==> config.mk <==
export PLATFORM = sky130hd
export DESIGN_NAME = alu_ctrl
export DESIGN_NICKNAME = d
export VERILOG_FILES = /design/src/rtl/alu_ctrl_pkg.sv /design/src/rtl/alu_unit_sel.sv /design/src/rtl/alu_ctrl.sv
export SDC_FILE = /design/constraint.sdc
export NUM_CORES = 1
export LEC_CHECK = 0
export BUFFER_PORTS_ARGS = -buffer_cell sky130_fd_sc_hd__buf_2
export CAP_MARGIN = 20
export CELL_PAD_IN_SITES_DETAIL_PLACEMENT = 0
export CELL_PAD_IN_SITES_GLOBAL_PLACEMENT = 1
export CORE_MARGIN = 10
export CORE_UTILIZATION = 36
export DETAILED_ROUTE_END_ITERATION = 8
export HOLD_SLACK_MARGIN = 0.06
export PLACE_DENSITY_LB_ADDON = 0.1
export SLEW_MARGIN = 20
export SYNTH_ARGS = -nofsm -noshare
export SYNTH_HDL_FRONTEND = slang
export SYNTH_HIERARCHICAL = 1
export SYNTH_SLANG_ARGS = --single-unit
==> constraint.sdc <==
create_clock -name clk -period 3.7 [get_ports clk]
set_input_delay 0.37 -clock clk [delete_from_list [all_inputs] [get_ports clk]]
set_output_delay 0.37 -clock clk [all_outputs]
set_load 0.02 [all_outputs]
==> src/rtl/alu_ctrl_pkg.sv <==
// +--------------------------------------------------------------------+
// | alu_ctrl_pkg : shared state encoding, unit codes, default width    |
// | rev 1.0                                                            |
// +--------------------------------------------------------------------+
`default_nettype none

package alu_ctrl_pkg;

   localparam int DEFAULT_DATA_WIDTH = 16;

   typedef enum logic [1:0] {
      ST_IDLE  = 2'd0,
      ST_ISSUE = 2'd1,
      ST_WAIT  = 2'd2,
      ST_DONE  = 2'd3
   } state_t;

   localparam logic [1:0] UNIT_ARITH = 2'b00;
   localparam logic [1:0] UNIT_LOGIC = 2'b01;
   localparam logic [1:0] UNIT_CMP   = 2'b10;
   localparam logic [1:0] UNIT_SHIFT = 2'b11;

endpackage

`default_nettype wire

==> src/rtl/alu_unit_sel.sv <==
// +--------------------------------------------------------------------+
// | alu_unit_sel : unit-code decode to one-hot enable, result/flag mux |
// | rev 1.0                                                            |
// +--------------------------------------------------------------------+
`default_nettype none

module alu_unit_sel
   import alu_ctrl_pkg::*;
#(
   parameter int DATA_WIDTH = DEFAULT_DATA_WIDTH
) (
   input  logic [1:0]            unit,
   input  logic                  issue,
   input  logic [DATA_WIDTH-1:0] arith_out,
   input  logic [DATA_WIDTH-1:0] logic_out,
   input  logic [DATA_WIDTH-1:0] cmp_out,
   input  logic [DATA_WIDTH-1:0] shift_out,
   input  logic                  arith_flag,
   input  logic                  logic_flag,
   input  logic                  cmp_flag,
   input  logic                  shift_flag,
   output logic [3:0]            enable_oh,
   output logic [DATA_WIDTH-1:0] sel_data,
   output logic                  sel_flag
);

   // enable_oh bit index equals the unit code
   always_comb begin
      enable_oh       = '0;
      enable_oh[unit] = issue;
   end

   always_comb begin
      sel_data = '0;
      sel_flag = 1'b0;
      case (unit)
         UNIT_ARITH: begin sel_data = arith_out; sel_flag = arith_flag; end
         UNIT_LOGIC: begin sel_data = logic_out; sel_flag = logic_flag; end
         UNIT_CMP:   begin sel_data = cmp_out;   sel_flag = cmp_flag;   end
         UNIT_SHIFT: begin sel_data = shift_out; sel_flag = shift_flag; end
         default:    begin sel_data = '0;        sel_flag = 1'b0;       end
      endcase
   end

endmodule

`default_nettype wire

==> src/rtl/alu_ctrl.sv <==
// +--------------------------------------------------------------------+
// | alu_ctrl : single-command issue/wait/return sequencer for 4 units  |
// | rev 1.0                                                            |
// +--------------------------------------------------------------------+
`default_nettype none

module alu_ctrl
   import alu_ctrl_pkg::*;
#(
   parameter int DATA_WIDTH = DEFAULT_DATA_WIDTH,
   parameter int TIMEOUT    = 8
) (
   input  logic                  clk,
   input  logic                  rst,
   input  logic                  in_valid,
   output logic                  in_ready,
   input  logic [DATA_WIDTH-1:0] in_a,
   input  logic [DATA_WIDTH-1:0] in_b,
   input  logic [3:0]            in_fun,
   output logic [DATA_WIDTH-1:0] a_out,
   output logic [DATA_WIDTH-1:0] b_out,
   output logic [1:0]            fun_out,
   output logic                  arith_enable,
   output logic                  logic_enable,
   output logic                  cmp_enable,
   output logic                  shift_enable,
   input  logic [DATA_WIDTH-1:0] arith_out,
   input  logic [DATA_WIDTH-1:0] logic_out,
   input  logic [DATA_WIDTH-1:0] cmp_out,
   input  logic [DATA_WIDTH-1:0] shift_out,
   input  logic                  arith_flag,
   input  logic                  logic_flag,
   input  logic                  cmp_flag,
   input  logic                  shift_flag,
   output logic                  res_valid,
   input  logic                  res_ready,
   output logic [DATA_WIDTH-1:0] res_data,
   output logic [1:0]            res_unit,
   output logic                  res_err
);

   // Counter must hold TIMEOUT itself so it never wraps
   localparam int               CNT_W    = $clog2(TIMEOUT + 1);
   localparam logic [CNT_W-1:0] CNT_LAST = CNT_W'(TIMEOUT - 1);

   state_t                r_state;
   state_t                w_state_nxt;
   logic [DATA_WIDTH-1:0] r_a;
   logic [DATA_WIDTH-1:0] r_b;
   logic [1:0]            r_op;
   logic [1:0]            r_unit;
   logic [CNT_W-1:0]      r_cnt;
   logic [DATA_WIDTH-1:0] r_res_data;
   logic                  r_res_err;
   logic [3:0]            w_en;
   logic [DATA_WIDTH-1:0] w_sel_data;
   logic                  w_sel_flag;
   logic                  w_timeout;

   alu_unit_sel #(
      .DATA_WIDTH (DATA_WIDTH)
   ) u_unit_sel (
      .unit       (r_unit),
      .issue      (r_state == ST_ISSUE),
      .arith_out  (arith_out),
      .logic_out  (logic_out),
      .cmp_out    (cmp_out),
      .shift_out  (shift_out),
      .arith_flag (arith_flag),
      .logic_flag (logic_flag),
      .cmp_flag   (cmp_flag),
      .shift_flag (shift_flag),
      .enable_oh  (w_en),
      .sel_data   (w_sel_data),
      .sel_flag   (w_sel_flag)
   );

   assign w_timeout = (r_cnt == CNT_LAST);

   always_ff @(posedge clk or negedge rst) begin
      if (!rst) begin
         r_state <= ST_IDLE;
      end else begin
         r_state <= w_state_nxt;
      end
   end

   always_comb begin
      w_state_nxt = r_state;
      in_ready    = 1'b0;
      res_valid   = 1'b0;
      case (r_state)
         ST_IDLE: begin
            in_ready = 1'b1;
            if (in_valid) w_state_nxt = ST_ISSUE;
         end
         ST_ISSUE: w_state_nxt = ST_WAIT;
         ST_WAIT: begin
            if (w_sel_flag || w_timeout) w_state_nxt = ST_DONE;
         end
         ST_DONE: begin
            res_valid = 1'b1;
            if (res_ready) w_state_nxt = ST_IDLE;
         end
         default: w_state_nxt = ST_IDLE;
      endcase
   end

   always_ff @(posedge clk or negedge rst) begin
      if (!rst) begin
         r_a        <= '0;
         r_b        <= '0;
         r_op       <= '0;
         r_unit     <= '0;
         r_cnt      <= '0;
         r_res_data <= '0;
         r_res_err  <= 1'b0;
      end else begin
         case (r_state)
            ST_IDLE: begin
               if (in_valid) begin
                  r_a    <= in_a;
                  r_b    <= in_b;
                  r_op   <= in_fun[1:0];
                  r_unit <= in_fun[3:2];
               end
            end
            ST_ISSUE: r_cnt <= '0;
            ST_WAIT: begin
               if (w_sel_flag) begin
                  r_res_data <= w_sel_data;
                  r_res_err  <= 1'b0;
               end else if (w_timeout) begin
                  r_res_data <= '0;
                  r_res_err  <= 1'b1;
               end else begin
                  r_cnt <= r_cnt + 1'b1;
               end
            end
            default: ;
         endcase
      end
   end

   assign a_out        = r_a;
   assign b_out        = r_b;
   assign fun_out      = r_op;
   assign res_unit     = r_unit;
   assign res_data     = r_res_data;
   assign res_err      = r_res_err;
   assign arith_enable = w_en[UNIT_ARITH];
   assign logic_enable = w_en[UNIT_LOGIC];
   assign cmp_enable   = w_en[UNIT_CMP];
   assign shift_enable = w_en[UNIT_SHIFT];

endmodule

`default_nettype wire

==> reports/results.ini, run 1 <==
[run_status]
status=finished clean

[power]
internal_power_mw=2.07
power_density_mw_per_mm2=881
ir_drop_mv=0.318
p_leak_nw=1.99
power_frac_comb_pct=50.8
switching_share_pct=39.7
p_total_mw=3.44
power_frac_seq_pct=32.5
clock_power_share_pct=16.7
p_sw_mw=1.37

[timing]
tightest_slew_ps=949
period_share_pct=51.5
fmax_mhz=525
fin_crit_ps=1910
tns_ps=0
setup_viol=0
rsz0062_at_grt=false
slew_violations=0
maxSlewHeadroom_pct=36.7
clock_skew_ps=10.8
finalHoldViolCount=0

[floorplanning]
ios=167
rows=32
die_w_um=108
dieArea_mm2=0.0117
coreArea_mm2=0.00765
fp.dieH_um=108
start_util_pct=36.6

[placed_design]
gp_congestion=0.725
post-dp-hpwl_um=6960
portBuffers=166

[drt]
drt-pass1-iter-count=4
drt_drc_violations_left=0
drt-initial-drc-count=79
vias=2233
ant_nets=0
post_drt_wl_per_cell_um=18.6
routed_via_density=4.84
routed_wl_um=8590

[layout]
area_delta_synth_final_pct=39.8
finalNetCount=466
fill_cells=699
final_common_cell=buf_2
drive_above_1_share_pct=67.2
seq_area_mm2=0.00148
multi_input_area_mm2=0.00124
layout_common_cells=buf_2, dfrtp_1, mux2_2

[clock_network]
ctsRootBufferMaster=clkbuf_8
cts.clk_slew.worst_paths_ps=60
cts_resized=0
cts_buffers=9
post_cts_buffers=0
cts.path.max_buffers=2
cts_tree=yes
htree_levels=3
ctsHoldBuffers=0
clkLatencyLatePin_ps=330
cts.sinks=59

[setup_path]
cp_data_arrival_time_ps=2170
r2r_cells=4
crit_chain=buf_4, mux4_2, o21ai_2, a22o_1
crit_type=register to register
critPathRequiredTime_ps=3960
crit_fanout=23
critPathLaunchType=register
max_stage_delay_ps=600
cp-end-kind=register
crit_slowest_cell=o21ai_2

[synthesis]
synth_area_mm2=0.00280
synth_largest_area_cell=dfrtp_1
synth_area_leaders=dfrtp_1, mux2_2, mux4_2
netlist.area_leader.share_pct=52.8
synth_cell_types=31
synth-seq-cells=59
netlist_instances=182
synth_fp_nets=296
synth_warnings=6
syn_area_per_cell_um2=15.4
ys_seq_area_share_pct=52.8

[flow_run]
drv_cap=0

[grt]
grt_overflow=0
antenna_found_initial=2
grt_pass1_wl_um=13100
grt_use_total_pct=14.5
grt_max_degree=43
grt_pass1_vias=2483

[worst_hold_path]
hold_path_class=input port to async pin

[per-stage QoR]
stage,setup WS [ps],instances,hold slack [ps],instance area (um2),utilization [%]
floorplan,1600,182,74.4,2800,-
global placement,1840,443,481,3710,48.5
detailed placement,1800,443,480,3710,48.5
CTS,1790,459,216,3900,51.0
global route,1640,459,253,3900,51.0
finish,1790,461,179,3910,51.1
[worst paths after layout]
path / from / to / slack, ps
setup / recovery: res_unit[1]$_DFFE_PN0P_ / res_data[5]$_DFFE_PN0P_ / 1790
hold / removal: rst / res_data[1]$_DFFE_PN0P_ / 180
setup reg to reg: res_unit[1]$_DFFE_PN0P_ / res_data[5]$_DFFE_PN0P_ / 1790
hold reg to reg: a_out[6]$_DFFE_PN0P_ / a_out[6]$_DFFE_PN0P_ / 500
max in group asynchronous: rst / res_data[10]$_DFFE_PN0P_ / 2710
min in group clk: in_b[12] / b_out[12]$_DFFE_PN0P_ / 270
[power by group through the flow]
stage	combinational (mW)	sequential, mW	clock, mW
2_1_floorplan	0.871	1.48	0
3_3_place_gp	1.77	1.12	0
3_5_place_dp	1.79	1.13	0
4_1_cts	1.79	1.12	0.594
5_1_grt	1.90	1.16	0.626
6_report	1.75	1.12	0.574
[synthesized netlist by cell type]
master	number
dfrtp_1	59
mux2_2	36
a22o_1	16
mux4_2	16
buf_2	6
ha_1	6
nand3_1	5
nand2b_1	4
and3b_1	3
buf_6	3
nand2_1	3
nor2b_1	3
a211oi_1	2
inv_1	2
o211ai_1	2
a21oi_1	1
a31o_2	1
and2_1	1
and3_1	1
buf_4	1
clkbuf_1	1
mux2_1	1
mux4_1	1
nand3b_1	1
nor2_1	1
nor3b_1	1
o21ai_0	1
o21ai_2	1
o32a_1	1
or2_2	1
or4_1	1
[sequential cells by signal (all words and copies together) (netlist names)]
signal / flops
a_out: 16
fun_out: 2
r_cnt: 4
r_state: 2
res_data: 16
res_unit: 2
b_out: 16
res_err: 1
[worst max-delay path, delay by kind of cell (launching register included)]
kind	cells	cell delay [ps]
buffers and inverters	1	270
AO/OA/AOI/OAI	2	820
multiplexers	1	420
flip-flops	1	320
[final cells by class]
class / instances / area share, %
Sequential cell: 59 / 37.8
Clock buffer: 11 / 3.62
Multi-Input combinational cell: 110 / 31.7
Inverter: 2 / 0.192
Timing Repair Buffer: 170 / 22.0
Antenna cell: 2 / 0.128
Clock inverter: 5 / 1.34
Tap cell: 102 / 3.27
[layer usage]
layer	vias up	GRT usage [%]	wire length, um
li1	1037	-	-
met2	89	24.6	4410
met3	8	8.57	984
met5	-	0	13
met4	2	2.86	59
met1	1097	15.2	3120
[cells by family (layout without fill, tap and decap cells)]
logic type	count (synthesis)	after routing	share of synthesized area, %
buf+inv	13	188	2.95
compound gates	25	25	7.43
fa+ha+maj	6	6	2.68
mux	54	54	28.7
flops	59	59	52.8
simple gates	25	25	5.41
other cells	0	2	0
(Power assumes the default switching activity.)
==> inputs of run 2 (changes only) <==
ABC_AREA = 1   (was default)
CORE_UTILIZATION = 31   (was 36)
clock period = 1.9 ns   (was 3.7 ns; I/O delays follow)
==> run 2 against run 1 <==
  * Count of clock-buffer cells in the layout unchanged
  * Largest power group unchanged
  * Area after synthesis grew 10%
  * Die area grew 23%
  * Via count rose by 43%
  * Setup slack worse by 1700 ps
  * Routed wire length rose by 30%
  * Hold slack lost 95 ps
  * First-iteration DRC count rose to 4.1 times the previous value
  * Clock power grew 130%
  * Total power up 110%
  * Register-to-register slack worse by 1400 ps
==> reports/results.ini, run 2 <==
[setup_path]
crit_fanout=37  ; was 23
cp_data_arrival_time_ps=1580  ; was 2170 ps
crit_type=register to primary output  ; was register to register
cp-end-kind=primary output  ; was register
critPathRequiredTime_ps=1710  ; was 3960 ps
critPathLaunchType=register  ; unchanged

[floorplanning]
fp.dieH_um=120  ; was 108 um
rows=36  ; was 32
dieArea_mm2=0.0143  ; was 0.0117 mm2
ios=167  ; unchanged
die_w_um=120  ; was 108 um
start_util_pct=31.7  ; was 36.6%
coreArea_mm2=0.00973  ; was 0.00765 mm2

[synthesis]
synth-seq-cells=59  ; unchanged
synth_edf_count=0  ; unchanged
synth_most_common_cell=nand2_1  ; was dfrtp_1
ys_seq_area_share_pct=47.9  ; was 52.8%
synth_largest_area_cell=dfrtp_1  ; unchanged
synth_area_leaders=dfrtp_1, nand2_1, nand3_1  ; was dfrtp_1, mux2_2, mux4_2
synthArstFlopShare_pct=100  ; unchanged
synth_fp_nets=504  ; was 296
synth_warnings=6  ; unchanged
netlist_instances=390  ; was 182
synth_area_mm2=0.00308  ; was 0.00280 mm2
netlist.area_leader.share_pct=47.9  ; was 52.8%
syn_area_per_cell_um2=7.91  ; was 15.4 um2
ys.flop_type=dfrtp_1  ; unchanged
synthTopCellsByCount=nand2_1, nand3_1, dfrtp_1  ; was dfrtp_1, mux2_2, a22o_1, mux4_2
synth_cell_types=20  ; was 31

[run_status]
status=finished clean  ; unchanged

[drt]
wl_met1_um=4880  ; was 3120 um
routed_via_density=4.63  ; was 4.84
vias=3204  ; was 2233
wl_met3_um=996  ; was 984 um
ant_nets=0  ; unchanged
drt-initial-drc-count=322  ; was 79
routed_wl_um=11100  ; was 8590 um
post_drt_wl_per_cell_um=16.1  ; was 18.6 um
drt-pass1-iter-count=5  ; was 4
wl_met2_um=5120  ; was 4410 um
drt_drc_violations_left=0  ; unchanged
highest_layer=met4  ; was met5

[clock_network]
cts.path.max_buffers=2  ; unchanged
post_cts_buffers=0  ; unchanged
cts_tree=yes  ; unchanged
cts_buffers=9  ; unchanged
ctsRootBufferMaster=clkbuf_8  ; unchanged
htree_levels=3  ; unchanged
clkLatencyLatePin_ps=330  ; about the same
cts.clk_slew.worst_paths_ps=70  ; was 60 ps
cts.sinks=59  ; unchanged

[timing]
slew_violations=0  ; unchanged
fin_crit_ps=1770
tns_ps=0  ; unchanged
setup_viol=0  ; unchanged
tightest_slew_ps=556  ; was 949 ps
maxSlewHeadroom_pct=62.9  ; was 36.7%
whs_ps=84.0  ; was 179 ps
clock_skew_ps=12.5  ; was 10.8 ps
finalHoldViolCount=0  ; unchanged
period_share_pct=93.0
rsz0062_at_grt=false  ; unchanged
fmax_mhz=566

[placed_design]
post-dp-hpwl_um=8460  ; was 6960 um
gp_congestion=0.783  ; was 0.725
portBuffers=166  ; unchanged
place_area_mm2=0.00402  ; was 0.00371 mm2
numPlacedInstances=676  ; was 443

[layout]
drive_above_1_share_pct=36.5  ; was 67.2%
area_delta_synth_final_pct=38.0  ; was 39.8%
finalNetCount=669  ; was 466
final_common_cell=buf_2  ; unchanged
num_antenna_cells=0  ; was 2
layout_common_cells=buf_2, nand2_1, nand3_1  ; was buf_2, dfrtp_1, mux2_2
final_cells=692  ; was 461
finalInstanceArea_mm2=0.00426  ; was 0.00391 mm2

[power]
p_total_mw=7.22  ; was 3.44 mW
p_leak_nw=2.43  ; was 1.99 nW
power_density_mw_per_mm2=1700  ; was 881 mW/mm2
ir_drop_mv=0.908  ; was 0.318 mV

[grt]
antenna_found_initial=0  ; was 2
grt_pass1_wl_um=17500  ; was 13100 um
grt_use_total_pct=15.0  ; was 14.5%
grt_overflow=0  ; unchanged
grt_max_degree=40  ; was 43
grt_pass1_vias=3144  ; was 2483

[worst_hold_path]
hold_path_class=input port to register  ; was input port to async pin

[flow_run]
drv_cap=0  ; unchanged

-- run 2: changes by cell type after synthesis, sizes merged, moves of 14 or more --
| cell | before | now |
|---|---|---|
| nand2 | 3 | 162 |
| buf | 10 | 24 |
| mux2 | 37 | 0 |
| a22o | 16 | 0 |
| nand4 | 0 | 18 |
| mux4 | 17 | 0 |
| nand3 | 5 | 96 |
-- run 2: where the power goes --
| group | internal, mW | switching (mW) |
|---|---|---|
| clock | 0.803 | 0.512 |
| sequential | 1.82 | 0.370 |
| combinational | 1.23 | 2.48 |
-- run 2: cells by family after synthesis --
logic type      Yosys count  share of synthesized area [%]
compound gates            1                          0.162
xor+xnor                  1                          0.284
fa+ha+maj                 6                           2.44
buf+inv                  38                           7.59
flops                    59                           47.9
simple gates            285                           41.6
-- run 2: layout make-up --
class                   count  area (um2)
flip-flops and latches     59        1480
inverters                  14        52.6
clock buffers              11         151
multi-input cells         293        1370
well taps                 133         166
repair buffers            178         961
fillers                  1044        5470
clock inverters             4        73.8
-- run 2: metal layers --
| layer | up-vias | global-route usage (%) |
|---|---|---|
| li1 | 1611 | - |
| met1 | 1457 | 19.2 |
| met2 | 124 | 23.1 |
| met3 | 12 | 5.53 |
| met4 | 0 | 4.45 |
| met5 | - | 0 |
-- run 2: worst max-delay path: stages (launching register included) --
cell and delay, ps:
dfrtp_1 410, inv_1 110, ha_1 280, buf_12 230, buf_2 200
-- run 2: timing repair --
item | 4_1_cts | 5_1_grt
setup endpoints to repair | 0 | 3
resized for setup | 0 | 1
hold buffers | 1 | 0
endpoints found under the hold margin | 20 | 0
-- run 2: metrics by stage --
stage	setup WS [ps]	util, %
2_1_floorplan	289	-
3_3_place_gp	316	41.3
5_1_grt	22.1	43.7
6_report	133	43.7
3_5_place_dp	267	41.3
4_1_cts	59.5	43.7
-- run 2: final timing paths --
kind | startpoint | end | slack (ps) | depth (start not counted)
worst max register to register | res_unit[0]$_DFFE_PN0P_ | r_cnt[1]$_DFFE_PN0P_ | 370 | 8
worst min-delay path | in_b[8] | b_out[8]$_DFFE_PN0P_ | 80 | 3
min in group asynchronous | rst | res_data[14]$_DFFE_PN0P_ | 380 | 2
max in group asynchronous | rst | r_cnt[0]$_DFFE_PN0P_ | 910 | 3
worst min register to register | res_data[7]$_DFFE_PN0P_ | res_data[7]$_DFFE_PN0P_ | 470 | 2
worst max-delay path | r_state[1]$_DFFE_PN0P_ | in_ready | 130 | 4
